### src/rtl/fe_fetch_stage.sv
// Instruction-fetch stage: owns the PC, drives the instruction-memory address and
// fills the FE latch for decode, handling decode stalls, AGEX redirects and sticky halt.
module fe_fetch_stage #(
  parameter int                    DBITS          = 32,
  parameter int                    INSTBITS       = 32,
  parameter logic [DBITS-1:0]      STARTPC        = '0,
  parameter int                    IMEM_ADDRBITS  = 14,
  parameter logic [INSTBITS-1:0]   HALT_INST      = 32'h0000_0073,
  parameter int                    FE_LATCH_WIDTH = 1 + INSTBITS + 3 * DBITS
) (
  input  logic                      clk,
  input  logic                      reset,
  input  logic                      from_DE_to_FE,
  input  logic [DBITS:0]            from_AGEX_to_FE,
  output logic [IMEM_ADDRBITS-1:0]  imem_addr,
  input  logic [INSTBITS-1:0]       imem_rdata,
  output logic [FE_LATCH_WIDTH-1:0] FE_latch_out,
  output logic                      halted
);

  logic             stall_DE;
  logic             br_redirect;
  logic [DBITS-1:0] br_target;
  logic [DBITS-1:0] br_target_aligned;
  logic [DBITS-1:0] PC_FE;
  logic [DBITS-1:0] pcplus_FE;
  logic [DBITS-1:0] inst_count_FE;
  logic             fetch_ok;

  assign stall_DE    = from_DE_to_FE;
  assign br_redirect = from_AGEX_to_FE[DBITS];
  assign br_target   = from_AGEX_to_FE[DBITS-1:0];

  // Targets are word-aligned by construction; drop any stray low bits.
  assign br_target_aligned = br_target & ~DBITS'(3);

  assign pcplus_FE = PC_FE + DBITS'(4);
  assign imem_addr = PC_FE[IMEM_ADDRBITS+1:2];
  assign fetch_ok  = !halted && !stall_DE && !br_redirect;

  always_ff @(posedge clk) begin
    if (reset) begin
      PC_FE         <= STARTPC;
      inst_count_FE <= '0;
      FE_latch_out  <= '0;
      halted        <= 1'b0;
    end else if (br_redirect) begin
      PC_FE        <= br_target_aligned;
      FE_latch_out <= '0;
      halted       <= 1'b0;
    end else if (stall_DE) begin
      PC_FE         <= PC_FE;
      inst_count_FE <= inst_count_FE;
      FE_latch_out  <= FE_latch_out;
    end else if (halted) begin
      FE_latch_out <= '0;
    end else if (fetch_ok) begin
      FE_latch_out  <= {1'b1, imem_rdata, PC_FE, pcplus_FE, inst_count_FE};
      PC_FE         <= pcplus_FE;
      inst_count_FE <= inst_count_FE + DBITS'(1);
      if (imem_rdata == HALT_INST) begin
        halted <= 1'b1;
      end
    end
  end

endmodule

### config.mk
export PLATFORM = sky130hd
export DESIGN_NAME = fe_fetch_stage
export DESIGN_NICKNAME = d
export VERILOG_FILES = /design/src/rtl/fe_fetch_stage.sv
export SDC_FILE = /design/constraint.sdc
export NUM_CORES = 1
export LEC_CHECK = 0
export CORE_MARGIN = 1.5
export CORE_UTILIZATION = 50
export DETAILED_ROUTE_END_ITERATION = 16
export GPL_TIMING_DRIVEN = 0
export PLACE_DENSITY = 0.89
export SETUP_SLACK_MARGIN = 0.15
export SLEW_MARGIN = 10
export SYNTH_ARGS = -nofsm -noshare
export SYNTH_HDL_FRONTEND = slang
export SYNTH_SLANG_ARGS = --single-unit
export TNS_END_PERCENT = 50
### constraint.sdc
create_clock -name clk -period 5.1 [get_ports clk]
set_clock_uncertainty 0.2 [all_clocks]
set_input_delay 1.02 -clock clk [delete_from_list [all_inputs] [get_ports clk]]
set_output_delay 1.02 -clock clk [all_outputs]
set_load 0.1 [all_outputs]
==> metrics.csv, run 1 <==
metric;value;unit
hold_viol;0;
worst_pin_slew;1.078;ns
cts.clk_slew.worst_paths;0.07;ns
crit_start;PC_FE[11];
cts_inserted_buffers;17;
synthDistinctLibCells;46;
synth-edff-count;0;
cts_root_buf;clkbuf_16;
layout_min_cycle_time;3.554;ns
cp_max_fo;7;
seq_area_frac_synth;47.78;%
rsz0062_at_grt;no;
drc;0;
fin_total_pwr;3.393;mW
drive_gt1_share;7.401;%
post-cts-setup-buffers;0;
cp_slowest_cell;clkdlybuf4s50_1;
grt_pass1_vias;7102;
core-area;15310;um^2
die_area;16510;um^2
gr-total-overflow;0;
drt_iter0_drc;923;
cts-resized-gates;0;
cp_top_family;buffers and inverters;
maxCapViolCount;0;
grt_pass1_wl;37.83;mm
min-delay-start;FE_latch_out[53];
status;completed;
p_int;2.470;mW
yosysTopAreaCell;dfxtp_1;
wl_per_cell;18.01;um
critPathBufInv;2;
path_class;reg -> out;
drt_first_pass_iters;6;
antenna_found_initial;0;
portBuffers;203;
synth_area_leaders;dfxtp_1, a22oi_1, nor2_1;
path_cells;buf_4, clkdlybuf4s50_1;
h-tree-depth;4;
clockBufferDepth;2;
cts_tree;yes;
layout_commonest_cell;clkdlybuf4s50_1;
fmax;281.4;MHz
syn_avg_cell_area;8.781;um^2
place.detailed.hpwl;17.54;mm
layout.nets;1192;
dp.cells;1314;
critPathCaptureType;output port;
hp-class;reg -> reg;
synth.top_cell.area_share;47.78;%
r2r_setup_slack;2.55;ns
final_core_util;70.56;%
place.gp.congestion;0.9164;
drtAntennaViolNets;0;
worst_r2r_endpoint;PC_FE[20];
area_growth;37.19;%
fin_setup_tns;0;ns
fp.dieH;128.5;um
grt_max_degree;17;
num-fill-cells;1158;
slowest_delay;1.12;ns
slew_viol_final;0;
cp.required;3.88;ns
wl;24.25;mm
hold_path_end;FE_latch_out[53];
finalSetupViolations;0;
ys_seq_elements;188;
fin_cells;1346;
post-route-period-util;69.68;%
rows;45;
grt.total_usage;29.73;%
p_sw_share;27.19;%
p_switching;922.5;uW
initial_utilization;51.43;%
powerDensity;314.0;nW/um^2
synthCells;897;
synth-async-reset-ratio;0;%
ir_drop;269.7;uV
pin_count;212;
die_w;128.5;um
combinationalPowerShare;13.9;%
whs_path_depth;2;
worstSkewPairLatency;0.44;ns
startpoint_type;flop;
hold_buffers;0;
vias;7697;
p_clk_share;41.0;%
reg2reg_depth;6;
relSlewSlack;27.88;%
r2r_start;PC_FE[2];
cts.sinks;188;
layout_common_cells;clkdlybuf4s50_1, dfxtp_1, nor2_1;
yosys_warnings;0;
post_drt_via_cell_ratio;5.718;
synthesis.area;7876;um^2
ys.flop_type;dfxtp_1;
cp.arrival;2.33;ns
leakage;3.770;nW
seq_power_share;45.1;%
antennaDiodeCount;0;
[power by group through the flow]
stage	clock network, mW	registers (mW)	logic, mW
floorplan	0	1.65	0.222
global placement	0	1.56	0.460
detailed placement	0	1.56	0.464
CTS	1.39	1.53	0.467
global route	1.45	1.53	0.494
finish	1.39	1.53	0.472
[cell type report]
type | count | area (um^2) | area share (%)
flip-flops and latches | 188 | 3764 | 34.83
multi-input cells | 611 | 3651 | 33.79
repair buffers | 203 | 2032 | 18.80
clock buffers | 23 | 488.0 | 4.516
plain buffers | 93 | 442.9 | 4.099
well taps | 211 | 264.0 | 2.443
clock inverters | 9 | 133.9 | 1.239
inverters | 8 | 30.03 | 0.2779
[through the flow]
step / setup WS (ns) / area, um^2 / hold WS, ns
after floorplan: 2.514 / 7888 / 0.2746
after global placement: 1.571 / 10180 / 0.2350
after detailed placement: 1.540 / 10180 / 0.2393
after CTS: 1.549 / 10810 / 0.2478
after global routing: 1.521 / 10810 / 0.2751
final: 1.546 / 10810 / 0.2451
[cells by family (layout without fill, tap and decap cells)]
family          Yosys count  after routing  share of synthesized area [%]
simple gates            355            355                          21.84
other cells               1              4                        0.04761
flops                   188            188                          47.78
mux                       1              1                         0.1271
xor+xnor                 84             84                          9.341
fa+ha+maj                 2              2                         0.3177
buf+inv                 101            336                          6.005
compound gates          165            165                          14.54
[state kept, by name (all words and copies together) (netlist names)]
signal and cells:
FE_latch_out 125, PC_FE 30, halted 1, inst_count_FE 32
[metal layers]
layer | track usage [%] | vias up | routed length (um)
met5 | 0 | - | 0
met4 | 16.72 | 0 | 1192
met3 | 8.191 | 90 | 2402
met2 | 46.30 | 452 | 10930
met1 | 37.40 | 3611 | 9727
li1 | - | 3544 | -
[tightest hold or removal path, cell delays in order, from the launching register on]
cell and delay, ns:
dfxtp_1 0.31, nand2_1 0.05, o21ai_1 0.05
[worst max path at each step]
| stage | endpoint | slack (ns) | cells after the start |
|---|---|---|---|
| after floorplan | inst_count_FE[30] | 2.51 | 6 |
| final | imem_addr[9] | 1.55 | 2 |
| after CTS | imem_addr[9] | 1.55 | 2 |
| after detailed placement | FE_latch_out[116] | 1.54 | 7 |
| after global routing | imem_addr[9] | 1.52 | 2 |
| after global placement | FE_latch_out[108] | 1.57 | 7 |
[Yosys cell counts, types with 2 or more instances]
| master | n |
|---|---|
| a22oi_1 | 101 |
| a21oi_1 | 13 |
| nor4_1 | 12 |
| dfxtp_1 | 188 |
| nor3_4 | 2 |
| clkbuf_1 | 54 |
| inv_1 | 7 |
| buf_2 | 21 |
| and3_1 | 13 |
| o22ai_1 | 3 |
| nor3_1 | 6 |
| xor2_1 | 57 |
| nand4_1 | 27 |
| and2_1 | 2 |
| nand3_4 | 2 |
| nand2_1 | 59 |
| and4_1 | 8 |
| or2_1 | 3 |
| xnor2_1 | 27 |
| buf_4 | 18 |
| o21a_1 | 2 |
| o21ai_0 | 22 |
| nor3_2 | 3 |
| a211oi_1 | 20 |
| nand3_1 | 31 |
| ha_1 | 2 |
| nor2_1 | 175 |
Power figures use the tool's default switching activity.
==> inputs of run 2 (changes only) <==
Settings changed: CORE_UTILIZATION 50 to 49, PLACE_DENSITY 0.89 to 0.88.
Clock period 5.1 ns to 3.4 ns, I/O delays scaled along.
==> run 2 against run 1 <==
- first-iteration DRC count decreased by 23%
- via count decreased by 2.1%
- routed wire length shrank 1.4%
- flip-flop and latch count is the same
- sequential share of layout area grew 0.20 points
- combinational power rose by 50%
- critical path type unchanged
- critical path depth unchanged
- non-clock buffer count did not move
==> metrics.csv, run 2 (synthesis results as in run 1) <==
metric;value;unit;change
multi_input_area;3651;um^2;unchanged
drtAntennaViolNets;0;;unchanged
fin_cells;1351;;+0.37%
maxCapViolCount;0;;unchanged
met2_usage;45.10;%;-1.2 points
grt_most_used_layer;met2;;
rsz0062_at_grt;no;;
post-cts-setup-buffers;0;;unchanged
cts-resized-gates;0;;unchanged
r2r_start;PC_FE[2];;
slowest_delay;1.12;ns;about the same
layout_setup_ws;0.2008;ns;-1.345 ns
place.gp.congestion;0.9671;;+5.5%
p_switching;1.419;mW;+54%
ir_drop;399.0;uV;+48%
drive_gt1_share;7.577;%;+0.18 points
grt_pass1_vias;7080;;-0.31%
final-seq-area;3764;um^2;unchanged
cp_slowest_cell;clkdlybuf4s50_1;;
wl;23.90;mm;-1.4%
hold_viol;0;;unchanged
powerDensity;454.8;nW/um^2;+45%
portBuffers;203;;unchanged
combinationalPowerShare;14.5;%;+0.6 points
place.detailed.hpwl;17.59;mm;+0.31%
pre_cts_ws;0.2164;ns;-1.324 ns
grt_use_met1;38.02;%;+0.62 points
cts.sinks;188;;unchanged
pin_count;212;;unchanged
largestRegisters;FE_latch_out: 125 flops, inst_count_FE: 32 flops, PC_FE: 30 flops;;
slew_viol_final;0;;unchanged
relSlewSlack;28.72;%;+0.83 points
grt_pass1_wl;37.42;mm;-1.1%
critPathCaptureType;output port;;
largest_reg_flops;125;;unchanged
p_clk_share;38.5;%;-2.5 points
p_int;3.467;mW;+40%
fin_total_pwr;4.886;mW;+44%
status;completed;;
startpoint_type;flop;;
layout_min_cycle_time;3.199;ns;
h-tree-depth;4;;unchanged
hold_buffers;0;;unchanged
cts_root_buf;clkbuf_16;;
post_drt_via_cell_ratio;5.575;;-2.5%
clockBufferDepth;2;;unchanged
layout_common_cells;clkdlybuf4s50_1, dfxtp_1, nor2_1;;
num-fill-cells;1280;;+11%
path_cells;buf_4, clkdlybuf4s50_1;;
min-delay-start;FE_latch_out[53];;
antenna_found_initial;1;;+1
drc;0;;unchanged
die_w;129.8;um;+0.99%
met3_usage;6.478;%;-1.7 points
leakage;3.747;nW;-0.60%
cp.arrival;2.32;ns;about the same
antennaDiodeCount;0;;unchanged
cts.clk_slew.worst_paths;0.07;ns;about the same
cp.required;2.52;ns;-1.36 ns
finalSetupViolations;0;;unchanged
cts_tree;yes;;
gr-total-overflow;0;;unchanged
drt_iter0_drc;713;;-23%
worst_pin_slew;1.066;ns;-0.01248 ns
dp.cells;1319;;+0.38%
hp-class;reg -> reg;;
grt.total_usage;28.68;%;-1.1 points
post-route-period-util;94.09;%;
wl_per_cell;17.69;um;-1.8%
rows;46;;+2.2%
vias;7532;;-2.1%
die_area;16840;um^2;+2.0%
fmax;312.6;MHz;
seq_power_share;46.9;%;+1.8 points
cp_max_fo;7;;unchanged
crit_start;PC_FE[11];;
regMostFlops;FE_latch_out;;
drt_first_pass_iters;6;;unchanged
core-area;15770;um^2;+3.0%
fp.dieH;129.8;um;+0.99%
initial_utilization;49.94;%;-1.5 points
grt_max_degree;17;;unchanged
fin_setup_tns;0;ns;unchanged
cts_inserted_buffers;17;;unchanged
worstSkewPairLatency;0.43;ns;about the same
layout_commonest_cell;clkdlybuf4s50_1;;
layout.nets;1192;;unchanged
path_class;reg -> out;;
p_sw_share;29.03;%;+1.8 points
area_growth;36.39;%;
run 2: cell count changes in the layout (fill, tap and decap cells not counted), sizes merged:
cell / before / now
inv: 9 / 12
bufinv: 3 / 0
clkinv: 1 / 5
clkinvlp: 4 / 3
clkbuf: 77 / 74
run 2: power groups by stage:
stage,clock network (mW),logic [mW],registers (mW)
2_1_floorplan,0,0.333,2.48
3_3_place_gp,0,0.694,2.34
5_1_grt,1.97,0.747,2.30
3_5_place_dp,0,0.701,2.34
4_1_cts,1.88,0.704,2.29
6_report,1.88,0.709,2.29
run 2: cell type report:
class / count / share of cell area (%)
multi-input combinational: 611 / 33.99
timing repair buffer: 203 / 18.91
sequential: 188 / 35.03
buffer: 93 / 4.123
clock inverter: 12 / 0.8036
tap: 216 / 2.516
inverter: 8 / 0.2795
clock buffer: 20 / 4.344
run 2: metrics by stage:
| stage | hold slack [ns] | utilization (%) | cell area (um^2) |
|---|---|---|---|
| finish | 0.2571 | 68.12 | 10740 |
| global placement | 0.2349 | 64.61 | 10190 |
| detailed placement | 0.2423 | 64.61 | 10190 |
| floorplan | 0.2746 | - | 7888 |
| CTS | 0.2613 | 68.12 | 10740 |
| global route | 0.2824 | 68.12 | 10740 |
run 2: path summary, 6_finish.rpt:
path                                          to  slack (ns)  depth (start not counted)
worst min register to register  FE_latch_out[53]        0.26                          2
worst max-delay path                imem_addr[9]        0.20                          2
worst min-delay path            FE_latch_out[53]        0.26                          2
worst max register to register         PC_FE[20]        0.95                          6
run 2: critical path: cells and delay by family, from the launching register on:
family | cells | cell delay [ns]
buffers and inverters | 2 | 1.32
DFF | 1 | 0.56
run 2: per-layer routing:
metal	part of all wire, %	wire length [um]
met1	42	10080
met2	46	10960
met3	8.6	2065
met4	3.3	794
met5	0	0
==> inputs of run 3 (changes only) <==
Settings changed: GPL_ROUTABILITY_DRIVEN from default to 0.
==> run 3 against run 2 <==
- worst hold slack better by 0.0020 ns
- maximum frequency is 0.28% lower
- global-route usage is 0.29 points lower
- largest cell class unchanged
- combinational power hardly changed
- routed wire length is 1.1% lower
- clock-buffer cell count is 2 lower
- critical path type unchanged
- sequential power hardly changed
- highest routed layer unchanged
==> metrics.csv, run 3 (synthesis results as in run 1) <==
metric;value;unit;change
cts_inserted_buffers;17;;unchanged
post-route-period-util;94.36;%;+0.26 points
worst_pin_slew;1.071;ns;+0.005235 ns
cts.sinks;188;;unchanged
die_area;16840;um^2;unchanged
post_drt_via_cell_ratio;5.574;;about the same
cp.required;2.52;ns;about the same
drt_iter0_drc;732;;+2.7%
r2r_start;PC_FE[2];;
cp_max_fo;7;;unchanged
min-delay-start;FE_latch_out[42];;
cts_tree;yes;;
postPlaceCellArea;10190;um^2;unchanged
drt_first_pass_iters;6;;unchanged
h-tree-depth;4;;unchanged
worstSkewPairLatency;0.43;ns;about the same
relSlewSlack;28.37;%;-0.35 points
rsz0062_at_grt;yes;;
drc;0;;unchanged
cp.arrival;2.33;ns;about the same
grt.total_usage;28.39;%;-0.29 points
place.detailed.hpwl;17.32;mm;-1.5%
grt_pass1_wl;37.01;mm;-1.1%
hp-class;reg -> reg;;
fp.dieH;129.8;um;unchanged
vias;7530;;-0.027%
die_w;129.8;um;unchanged
hold_path_end;FE_latch_out[42];;
clockBufferDepth;2;;unchanged
drtAntennaViolNets;0;;unchanged
layout_commonest_cell;clkdlybuf4s50_1;;
pin_count;212;;unchanged
startpoint_type;flop;;
antennaDiodeCount;0;;unchanged
cts_root_buf;clkbuf_16;;
core-area;15770;um^2;unchanged
critPathCaptureType;output port;;
post-cts-setup-buffers;0;;unchanged
gr-total-overflow;0;;unchanged
wl;23.65;mm;-1.1%
area_growth;36.57;%;
antenna_found_initial;0;;-1
powerDensity;456.0;nW/um^2;+0.26%
fmax;311.7;MHz;-0.28%
path_class;reg -> out;;
reg2reg_depth;6;;unchanged
regMostFlops;FE_latch_out;;
design_area;10760;um^2;+0.13%
status;completed;;
wl_per_cell;17.50;um;-1.1%
leakage;3.770;nW;+0.61%
initial_utilization;49.94;%;unchanged
rows;46;;unchanged
layout_min_cycle_time;3.208;ns;+0.008938 ns
whs_path_depth;2;;unchanged
worst_r2r_endpoint;PC_FE[20];;
slew_viol_final;0;;unchanged
layout.nets;1192;;unchanged
largest_reg_flops;125;;unchanged
r2r_setup_slack;0.90;ns;-0.05 ns
largestRegisters;FE_latch_out: 125 flops, inst_count_FE: 32 flops, PC_FE: 30 flops;;
layout_common_cells;clkdlybuf4s50_1, dfxtp_1, nor2_1;;
grt_pass1_vias;7152;;+1.0%
ir_drop;383.4;uV;-3.9%
grt_max_degree;19;;+2
drive_gt1_share;7.577;%;unchanged
maxCapViolCount;0;;unchanged
hold_viol;0;;unchanged
fin_setup_tns;0;ns;unchanged
portBuffers;203;;unchanged
finalSetupViolations;0;;unchanged
cts.clk_slew.worst_paths;0.07;ns;about the same
[run 3: cell count changes in the layout (fill, tap and decap cells not counted)]
cell,change
clkinv_4,+4
clkinv_2,-3
inv_8,+3
clkbuf_8,-2
clkinvlp_4,-2
clkdlybuf4s50_1,-1
dlymetal6s2s_1,+1
[run 3: power by group]
group	internal (mW)	switching (mW)
clock network	0.984	0.922
registers	2.25	0.0461
logic	0.220	0.485
total	3.45	1.45
[run 3: layout make-up]
class	count	area, um^2
Fill cell	1236	5014
Sequential cell	188	3764
Multi-Input combinational cell	611	3651
Timing Repair Buffer	203	2034
Buffer	93	442.9
Clock buffer	18	439.2
Tap cell	216	270.3
Clock inverter	14	125.1
Inverter	8	30.03
[run 3: worst max-delay path by stage]
stage	from	to	slack (ns)	cells after the start
2_1_floorplan	halted	inst_count_FE[30]	1.11	5
3_3_place_gp	from_DE_to_FE	inst_count_FE[31]	0.20	7
3_5_place_dp	from_DE_to_FE	inst_count_FE[31]	0.11	7
4_1_cts	PC_FE[11]	imem_addr[9]	0.20	2
5_1_grt	PC_FE[11]	imem_addr[9]	0.15	2
6_report	PC_FE[11]	imem_addr[9]	0.19	2
[run 3: metrics by stage]
| step | cells | utilization, % | power, mW | hold WS (ns) | setup WS, ns |
|---|---|---|---|---|---|
| global placement | 1319 | 64.61 | 3.031 | 0.2353 | 0.1961 |
| floorplan | 900 | - | 2.808 | 0.2746 | 1.114 |
| CTS | 1351 | 68.19 | 4.906 | 0.2600 | 0.2007 |
| finish | 1351 | 68.21 | 4.905 | 0.2591 | 0.1919 |
| detailed placement | 1319 | 64.61 | 3.039 | 0.2436 | 0.1141 |
| global route | 1351 | 68.21 | 5.052 | 0.2866 | 0.1495 |
[run 3: what timing repair did]
action | in CTS | in global routing
resized for setup | 0 | 1
endpoints found under the setup margin | 0 | 2
hold buffers | 0 | 0
[run 3: critical path: stages, from the launching register on]
cell	delay, ns
dfxtp_1	0.57
buf_4	0.20
clkdlybuf4s50_1	1.12
[run 3: per-layer routing]
metal	global-route usage, %	share of wire (%)	wire length [um]	vias to the layer above
met3	7.175	9.2	2167	80
met1	35.90	41	9710	3480
met5	0	0	0	-
li1	-	-	-	3548
met2	45.85	46	10770	422
met4	12.88	4.2	997	0
